**config.mk**
```make
export PLATFORM = sky130hd
export DESIGN_NAME = match_detector
export DESIGN_NICKNAME = d
export VERILOG_FILES = /design/src/rtl/match_detector_pkg.sv /design/src/rtl/match_window.sv /design/src/rtl/match_detector.sv
export SDC_FILE = /design/constraint.sdc
export NUM_CORES = 1
export LEC_CHECK = 0
export BUFFER_PORTS_ARGS = -buffer_cell sky130_fd_sc_hd__buf_2
export CAP_MARGIN = 25
export CORE_MARGIN = 5
export CORE_UTILIZATION = 30
export CTS_CLUSTER_DIAMETER = 100
export DETAILED_ROUTE_END_ITERATION = 12
export PLACE_DENSITY = 0.51
export SKIP_CTS_REPAIR_TIMING = 1
export SLEW_MARGIN = 0
export SYNTH_ARGS = -nofsm -noshare
export SYNTH_HDL_FRONTEND = slang
export SYNTH_HIERARCHICAL = 1
export SYNTH_SLANG_ARGS = --single-unit
```
**constraint.sdc**
```tcl
create_clock -name clk -period 2.47 [get_ports clk]
set_clock_uncertainty 0.05 [all_clocks]
set_input_delay 0.494 -clock clk [delete_from_list [all_inputs] [get_ports clk]]
set_output_delay 0.494 -clock clk [all_outputs]
set_load 0.02 [all_outputs]
```
**src/rtl/match_detector_pkg.sv**
```systemverilog
// Shared encodings for the serial pattern detector and the run controller
// that consumes its match/halt flags.
package match_detector_pkg;

  typedef enum logic [1:0] {
    ST_FILL   = 2'b00,
    ST_RUN    = 2'b01,
    ST_HALTED = 2'b10
  } det_state_e;

  typedef enum logic [1:0] {
    CTRL_IDLE  = 2'b00,
    CTRL_MATCH = 2'b01,
    CTRL_HALT  = 2'b10
  } ctrl_state_e;

endpackage

```
**src/rtl/match_window.sv**
```systemverilog
// PAT_W-bit serial shift window with fill counter and pattern comparator.
// window_full/window_eq describe the window as it will be after this edge.
module match_window #(
  parameter int unsigned PAT_W = 4
) (
  input  logic             clk,
  input  logic             reset,
  input  logic             clear,
  input  logic             shift_en,
  input  logic             data_in,
  input  logic [PAT_W-1:0] pattern,
  output logic             window_full,
  output logic             window_eq
);

  localparam int unsigned FW = $clog2(PAT_W + 1);
  localparam logic [FW-1:0] FILL_MAX = FW'(PAT_W);

  logic [PAT_W-1:0] window_q, window_d;
  logic [FW-1:0]    fill_q, fill_d;

  always_comb begin
    window_d = window_q;
    fill_d   = fill_q;
    if (shift_en) begin
      window_d = {window_q[PAT_W-2:0], data_in};
      if (fill_q != FILL_MAX) begin
        fill_d = fill_q + 1'b1;
      end
    end
  end

  always_ff @(posedge clk or posedge reset) begin
    if (reset) begin
      window_q <= '0;
      fill_q   <= '0;
    end else if (clear) begin
      window_q <= '0;
      fill_q   <= '0;
    end else begin
      window_q <= window_d;
      fill_q   <= fill_d;
    end
  end

  assign window_full = (fill_d == FILL_MAX);
  assign window_eq   = (window_d == pattern);

endmodule

```
**src/rtl/match_detector.sv**
```systemverilog
// Serial pattern detector: flags window==pattern, counts qualified symbols
// and raises a sticky halt once the count reaches HALT_COUNT.
module match_detector
  import match_detector_pkg::*;
#(
  parameter int unsigned PAT_W      = 4,
  parameter int unsigned CNT_W      = 8,
  parameter int unsigned HALT_COUNT = 10
) (
  input  logic             clk,
  input  logic             reset,
  input  logic             data_in,
  input  logic             data_valid,
  input  logic [PAT_W-1:0] pattern,
  input  logic             enable_count,
  input  logic             clear,
  output logic             match_flag,
  output logic             halt_flag,
  output logic [CNT_W-1:0] match_count
);

  localparam logic [CNT_W-1:0] HALT_VAL = CNT_W'(HALT_COUNT);

  det_state_e       state_q;
  logic             match_q;
  logic             halt_q;
  logic [CNT_W-1:0] count_q, count_d;
  logic             active, shift_en, inc, halt_hit;
  logic             window_full, window_eq;

  assign active   = (state_q != ST_HALTED);
  assign shift_en = active && data_valid;
  assign inc      = active && data_valid && enable_count;
  assign count_d  = count_q + 1'b1;
  assign halt_hit = inc && (count_d == HALT_VAL);

  match_window #(
    .PAT_W(PAT_W)
  ) u_window (
    .clk        (clk),
    .reset      (reset),
    .clear      (clear),
    .shift_en   (shift_en),
    .data_in    (data_in),
    .pattern    (pattern),
    .window_full(window_full),
    .window_eq  (window_eq)
  );

  always_ff @(posedge clk or posedge reset) begin
    if (reset) begin
      state_q <= ST_FILL;
      match_q <= 1'b0;
      halt_q  <= 1'b0;
      count_q <= '0;
    end else if (clear) begin
      state_q <= ST_FILL;
      match_q <= 1'b0;
      halt_q  <= 1'b0;
      count_q <= '0;
    end else begin
      case (state_q)
        ST_FILL, ST_RUN: begin
          if (inc) begin
            count_q <= count_d;
          end
          // Halt wins over the fill-complete transition on the same edge.
          if (halt_hit) begin
            state_q <= ST_HALTED;
            halt_q  <= 1'b1;
            match_q <= 1'b0;
          end else if (window_full) begin
            state_q <= ST_RUN;
            match_q <= window_eq;
          end else begin
            match_q <= 1'b0;
          end
        end
        ST_HALTED: begin
          match_q <= 1'b0;
        end
        default: begin
          state_q <= ST_FILL;
          match_q <= 1'b0;
        end
      endcase
    end
  end

  assign match_flag  = match_q;
  assign halt_flag   = halt_q;
  assign match_count = count_q;

endmodule

```
Word-level counts from Yosys, hierarchy flattened
Cells that the tools add are included.
{"block": "op_classes", "n_addsub": 2, "n_eq_ne": 9, "n_mux": 19, "reduce_logical": 11}
{"op": "$mux 8", "n": 3}
{"op": "$mux 3", "n": 3}
{"op": "$add 8x1->8 const B", "n": 1}
{"op": "$eq 8x4->1 const B", "n": 1}
{"op": "$mux 4", "n": 2}
{"op": "$mux 1", "n": 7}
{"op": "$mux 2", "n": 3}
{"op": "$reduce_and 2->1", "n": 3}
{"op": "$reduce_bool 2->1", "n": 3}
{"op": "$eq 4x4->1", "n": 1}
{"op": "$ne 2x2->1 const B", "n": 2}
{"op": "$ne 4x3->1 const B", "n": 1}
{"op": "$pmux 2 s2", "n": 1}
{"op": "$add 3x1->3 const B", "n": 1}
{"op": "$eq 3x3->1 const B", "n": 1}
{"op": "$logic_and 1x1->1", "n": 3}
{"op": "$ne 3x3->1 const B", "n": 1}
{"op": "$eq 2x1->1 const B", "n": 1}
{"op": "$eq 2x2->1 const B", "n": 1}
{"op": "$logic_not 2->1", "n": 1}
{"op": "$reduce_or 2->1", "n": 1}
{"block": "word_totals", "ff_bits": 19, "in_bits": 10, "output_inout_bits": 10, "elab_cells": 47}

Longest topological paths before layout
Gate-level depths: netlist of run 1.
{"block": "depth", "ltp_word": 8, "mapped_depth": 6, "mapped_depth_nobuf": 6}

Cells and area by module
Netlist of run 1, hierarchy kept.
{"mod": "match_detector", "n_inst": 1, "cells_per_inst": 65, "area_each_um2": 651.9, "seq_area_each_um2": 300.3}
{"mod": "match_window", "n_inst": 1, "cells_per_inst": 47, "area_each_um2": 466.7, "seq_area_each_um2": 175.2}

Least setup slack after synthesis of run 1
Ideal clock, no wire load.
{"block": "synth_path", "path_kind": "register -> register", "start": "register count_q[0], in the netlist match_count[0]", "end": "register match_q, in the netlist match_flag", "setup_ps": 120, "arrival_time_ps": 1804, "required_time_ps": 2300, "path_slack_ps": 496, "stages_incl_launch_ff": 7, "period_less_slack_ps": 1974, "cell_sequence": "dfrtp_1 -> ha_1 -> and4_4 -> or4b_1 -> nand3_1 -> a311oi_1 -> and3_1"}
{"block": "synth_between", "elab_chain_len": 6}
{"element": "start, declared", "line_no": "match_detector.sv:27", "source": "logic [CNT_W-1:0] count_q, count_d;"}
{"element": "start signal, assigned", "line_no": "match_detector.sv:65", "source": "count_q <= count_d;"}
{"element": "$add 8x1->8", "line_no": "match_detector.sv:34", "source": "assign count_d = count_q + 1'b1;"}
{"element": "$eq 8x4->1", "line_no": "match_detector.sv:35", "source": "assign halt_hit = inc && (count_d == HALT_VAL);"}
{"element": "$logic_and 1x1->1", "line_no": "match_detector.sv:35"}
{"element": "$mux 1", "line_no": "match_detector.sv:68", "source": "if (halt_hit) begin"}
{"element": "$mux 1", "line_no": "match_detector.sv:62", "source": "case (state_q)"}
{"element": "$mux 1", "line_no": "match_detector.sv:56", "source": "end else if (clear) begin"}
{"element": "end signal, assigned", "line_no": "match_detector.sv:74", "source": "match_q <= window_eq;"}
{"element": "end, declared", "line_no": "match_detector.sv:25", "source": "logic match_q;"}
Every way passes these cells.
A chain may end at the register's enable or synchronous reset.

Worst setup path after layout of run 1
Same ends and word-level chain as after synthesis.

==> results of run 1 <==
==> registers in the layout, summed over array words and instances, names as in the netlist <==
| name | cells |
|---|---|
| state_q | 2 |
| u_window/window_q | 4 |
| match_flag | 1 |
| match_count | 8 |
| halt_flag | 1 |
| u_window/fill_q | 3 |
==> worst max path at each step <==
stage | end | slack, ps | cells after the start | from
floorplan | match_flag | 500 | 6 | match_count[0]
global placement | match_flag | 510 | 6 | match_count[0]
detailed placement | match_flag | 500 | 6 | match_count[0]
CTS | match_flag | 490 | 6 | match_count[0]
global route | match_flag | 390 | 6 | match_count[0]
finish | match_flag | 500 | 6 | match_count[0]
==> stage by stage <==
step	power, uW	instances	setup slack [ps]	utilization
after global routing	661	181	395	0.361
after global placement	418	177	507	0.348
after floorplan	393	112	496	-
after CTS	643	181	491	0.361
final	630	181	498	0.361
after detailed placement	420	177	502	0.348
==> layer usage <==
layer | part of all wire | global-route usage
met1 | 0.44 | 0.102
met2 | 0.53 | 0.164
met3 | 0.019 | 0.00852
met4 | 0.015 | 0.0626
met5 | 0 | 0
==> layout make-up <==
| type | count | area (sq um) |
|---|---|---|
| Clock buffer | 4 | 45.0 |
| Fill cell | 406 | 2320 |
| Inverter | 6 | 22.5 |
| Multi-Input combinational cell | 84 | 606 |
| Sequential cell | 19 | 475 |
| Tap cell | 48 | 60.1 |
| Timing Repair Buffer | 20 | 103 |
==> worst max-delay path: stages (launching register included) <==
cell,delay (ps)
dfrtp_1,440
ha_1,250
and4_4,260
or4b_1,430
nand3_1,120
a311oi_1,120
and3_1,200
==> kinds of logic (layout without fill, tap and decap cells) <==
family,after synthesis,count (layout),share of synthesized area
AND/OR/NAND/NOR,44,44,0.217
flip-flops,19,19,0.425
XOR/XNOR,18,18,0.141
AO/OA/AOI/OAI,11,11,0.0761
buffers and inverters,9,30,0.0336
multiplexers,7,7,0.0626
adder cells (fa/ha/maj),4,4,0.0447
==> power by group through the flow <==
stage	Sequential (uW)	Clock (uW)	Combinational, uW
6_report	330	217	83.4
3_3_place_gp	335	0	82.7
2_1_floorplan	337	0	56.1
5_1_grt	330	236	94.2
3_5_place_dp	336	0	84.6
4_1_cts	329	228	85.3
==> placed cells by master, fill, tap and decap left out, drive strengths merged, types with 2 or more instances in the layout <==
| cell | count |
|---|---|
| buf | 20 |
| dfrtp | 19 |
| nor2 | 15 |
| xnor2 | 10 |
| xor2 | 8 |
| mux2i | 7 |
| inv | 6 |
| nand3 | 5 |
| nand2 | 5 |
| a21oi | 4 |
| ha | 4 |
| clkbuf | 4 |
| and3 | 3 |
| nand2b | 2 |
| nand4 | 2 |
| and4 | 2 |
| nor3 | 2 |
| a21boi | 2 |
==> flow_metrics.env, run 1 <==
export IMPL_num_vias=850
export IMPL_area_delta_synth_final_pct=17.2
export IMPL_drcViolationCount=0
export IMPL_wirelength_mm=2.21
export IMPL_grt_pass1_vias=797
export IMPL_cts_sinks=19
export IMPL_core_area_sq_um=3630
export IMPL_cts_buffer_depth=2
export IMPL_drtPass1Iterations=4
export IMPL_seqPwrFrac=0.523
export IMPL_switchingPower_uw=161
export IMPL_period_needed_ps=1970
export IMPL_synth_top_cell_by_area="dfrtp_1"
export IMPL_peakVddDrop_v=0.0000994
export IMPL_hp_class="primary input to async pin"
export IMPL_diodes=0
export IMPL_p_leak_uw=0.000620
export IMPL_drive_gt1_frac=0.211
export IMPL_maxSlewHeadroom=0.694
export IMPL_die_height_um=71.1
export IMPL_syn_avg_cell_area_sq_um=9.99
export IMPL_antenna_found_initial=0
export IMPL_rr_endpoint="match_flag"
export IMPL_h_tree_depth=1
export IMPL_first_iter_violations=15
export IMPL_async_reset_ff_frac=1.00
export IMPL_synth_area_sq_um=1120
export IMPL_rows=22
export IMPL_slew_viol_final=0
export IMPL_synth_fp_nets=126
export IMPL_cp_required_ps=2570
export IMPL_cts_inserted_buffers=3
export IMPL_root_buffer="clkbuf_8"
export IMPL_cp_end_kind="register"
export IMPL_synth_top_area_share=0.425
export IMPL_crit_type="register to register"
export IMPL_place_congestion=0.707
export IMPL_seq_area_frac_synth=0.425
export IMPL_ff2ff_path_depth=6
export IMPL_setup_viol_count_final=0
export IMPL_viasPerCell=4.70
export IMPL_cp_start_kind="register"
export IMPL_num_io_pins=20
export IMPL_r2r_start="match_count[0]"
export IMPL_drtAntennaViolNets=0
export IMPL_cts_tree="done"
export IMPL_synthCells=112
export IMPL_whs_ps=132
export IMPL_p_clk_frac=0.345
export IMPL_status="completed"
export IMPL_yosysWarnings=6
export IMPL_timing_setup_tns_ps=0
export IMPL_start_util=0.308
export IMPL_yosysMostFrequentCell="dfrtp_1"
export IMPL_r2r_setup_slack_ps=500
export IMPL_clkLatencyLatePin_ps=250
export IMPL_drv_cap=0
export IMPL_placed_cell_area_sq_um=1270
export IMPL_hold_violations=0
export IMPL_routedWlPerCell_um=12.2
export IMPL_synthTopCellsByArea="dfrtp_1, xnor2_1, mux2i_1"
export IMPL_ys_ff_latch=19
export IMPL_combPwrFrac=0.132
export IMPL_stdcell_area_sq_um=1310
export IMPL_cp_max_fo=6
export IMPL_path_clk_slew_ps=70
export IMPL_tightestPinTransition_ps=459
export IMPL_power_density_nw_per_um2=481
export IMPL_intPower_uw=470
export IMPL_min_period_over_period=0.798
export IMPL_ys_flop_type="dfrtp_1"
export IMPL_synth_common_cells="dfrtp_1, nor2_1, xnor2_1, xor2_1, mux2i_1"
export IMPL_grt_ovfl_total=0
export IMPL_switching_share=0.255
export IMPL_clock_fmax_mhz=507
export IMPL_die_area_sq_um=5050
export IMPL_nets=148
export IMPL_dp_hpwl_mm=1.71
export IMPL_port_buffer_count=19
export IMPL_grt_max_degree=19
export IMPL_synthDistinctLibCells=35
export IMPL_rsz0062_at_grt="no"
export IMPL_arrival_ps=2070
export IMPL_grt_first_pass_wirelength_mm=3.62
export IMPL_die_w_um=71.1
export IMPL_grt_usage=0.0916
export IMPL_synth_edff_count=0
(Power assumes the default switching activity.)
==> run 2: changes to the inputs <==
==> constraint.sdc (replaced) <==
create_clock -name clk -period 1.9 [get_ports clk]
set_clock_uncertainty 0.05 [all_clocks]
set_input_delay 0.38 -clock clk [delete_from_list [all_inputs] [get_ports clk]]
set_output_delay 0.38 -clock clk [all_outputs]
set_load 0.02 [all_outputs]
==> flow_metrics.env, run 2 (same netlist as run 1, synthesis figures left out) <==
export IMPL_status="completed"
export IMPL_routedWlPerCell_um=12.0
export IMPL_utilization=0.380
export IMPL_rows=22
export IMPL_start_util=0.308
export IMPL_rsz0062_at_grt="no"
export IMPL_power_density_nw_per_um2=601
export IMPL_cp_start_kind="register"
export IMPL_maxSlewHeadroom=0.677
export IMPL_die_height_um=71.1
export IMPL_cts_inserted_buffers=3
export IMPL_wirelength_mm=2.24
export IMPL_slew_viol_final=0
export IMPL_grt_ovfl_total=0
export IMPL_ff2ff_path_depth=6
export IMPL_cp_slowest_cell="or4b_4"
export IMPL_die_w_um=71.1
export IMPL_cts_buffer_depth=2
export IMPL_drcViolationCount=0
export IMPL_whs_ps=5.83
export IMPL_grt_pass1_vias=848
export IMPL_grt_max_degree=19
export IMPL_largest_register_ffs=8
export IMPL_num_vias=861
export IMPL_slowest_delay_ps=460
export IMPL_diodes=0
export IMPL_period_needed_ps=1810
export IMPL_cp_required_ps=2000
export IMPL_drv_cap=0
export IMPL_stdcell_count=187
export IMPL_cp_max_fo=5
export IMPL_grt_usage=0.0925
export IMPL_clkLatencyLatePin_ps=250
export IMPL_drtAntennaViolNets=0
export IMPL_die_area_sq_um=5050
export IMPL_final_common_cell="buf_2"
export IMPL_h_tree_depth=1
export IMPL_p_leak_uw=0.000651
export IMPL_tightestPinTransition_ps=485
export IMPL_min_period_over_period=0.951
export IMPL_clock_fmax_mhz=553
export IMPL_cts_sinks=19
export IMPL_pre_cts_slack_ps=35.8
export IMPL_rr_endpoint="match_flag"
export IMPL_place_congestion=0.734
export IMPL_place_inst=182
export IMPL_r2r_start="match_count[1]"
export IMPL_first_iter_violations=9
export IMPL_crit_type="register to register"
export IMPL_timing_setup_tns_ps=0
export IMPL_hold_violations=0
export IMPL_path_clk_slew_ps=70
export IMPL_peakVddDrop_v=0.000216
export IMPL_antenna_found_initial=0
export IMPL_arrival_ps=1910
export IMPL_cts_tree="done"
export IMPL_num_io_pins=20
export IMPL_viasPerCell=4.60
export IMPL_port_buffer_count=19
export IMPL_crit_chain="ha_4 > and4_4 > or4b_4 > nand3_2 > a311oi_1 > and3_1"
export IMPL_root_buffer="clkbuf_8"
export IMPL_hp_class="primary input to async pin"
export IMPL_setup_ws_ps=93.0
export IMPL_grt_first_pass_wirelength_mm=3.76
export IMPL_cp_end_kind="register"
export IMPL_drive_gt1_frac=0.281
export IMPL_most_common_layout_cells="buf_2, dfrtp_1, nor2_1"
export IMPL_nets=154
export IMPL_area_delta_synth_final_pct=23.4
export IMPL_r2r_setup_slack_ps=90
export IMPL_dp_hpwl_mm=1.76
export IMPL_drtPass1Iterations=3
export IMPL_core_area_sq_um=3630
export IMPL_setup_viol_count_final=0
-- run 2: worst max path at each step --
| stage | from | end | cells after the start |
|---|---|---|---|
| global route | match_count[1] | match_flag | 6 |
| detailed placement | match_count[1] | match_flag | 6 |
| floorplan | match_count[0] | match_flag | 6 |
| finish | match_count[1] | match_flag | 6 |
| CTS | match_count[1] | match_flag | 6 |
| global placement | match_count[1] | match_flag | 6 |
-- run 2: final cells by class --
| cell class | instances | area, sq um |
|---|---|---|
| Tap cell | 48 | 60.1 |
| Fill cell | 392 | 2250 |
| Sequential cell | 19 | 478 |
| Clock buffer | 4 | 45.0 |
| Inverter | 6 | 22.5 |
| Multi-Input combinational cell | 84 | 627 |
| Timing Repair Buffer | 26 | 148 |
-- run 2: critical path, delay by kind of cell (launching register included) --
family                   cells  cell delay [ps]
AND/OR/NAND/NOR              4             1000
flip-flops                   1              410
AO/OA/AOI/OAI                1              100
adder cells (fa/ha/maj)      1              140
-- run 2: layer usage --
metal	part of all wire	vias to the layer above	routed length (um)	track usage
met3	0.022	4	50	0.0170
li1	-	437	-	-
met4	0.023	0	51	0.0522
met2	0.48	10	1070	0.147
met5	0	-	0	0
met1	0.48	410	1070	0.117
-- run 2: per-stage QoR --
stage	cell area [sq um]	total power, uW
2_1_floorplan	1120	512
3_3_place_gp	1310	550
3_5_place_dp	1310	554
4_1_cts	1350	844
5_1_grt	1380	886
6_report	1380	830
-- run 2: power by group --
part | internal, uW | switching (uW) | total [uW]
Combinational | 54.2 | 65.4 | 120
Clock | 149 | 133 | 282
Sequential | 416 | 12.4 | 428
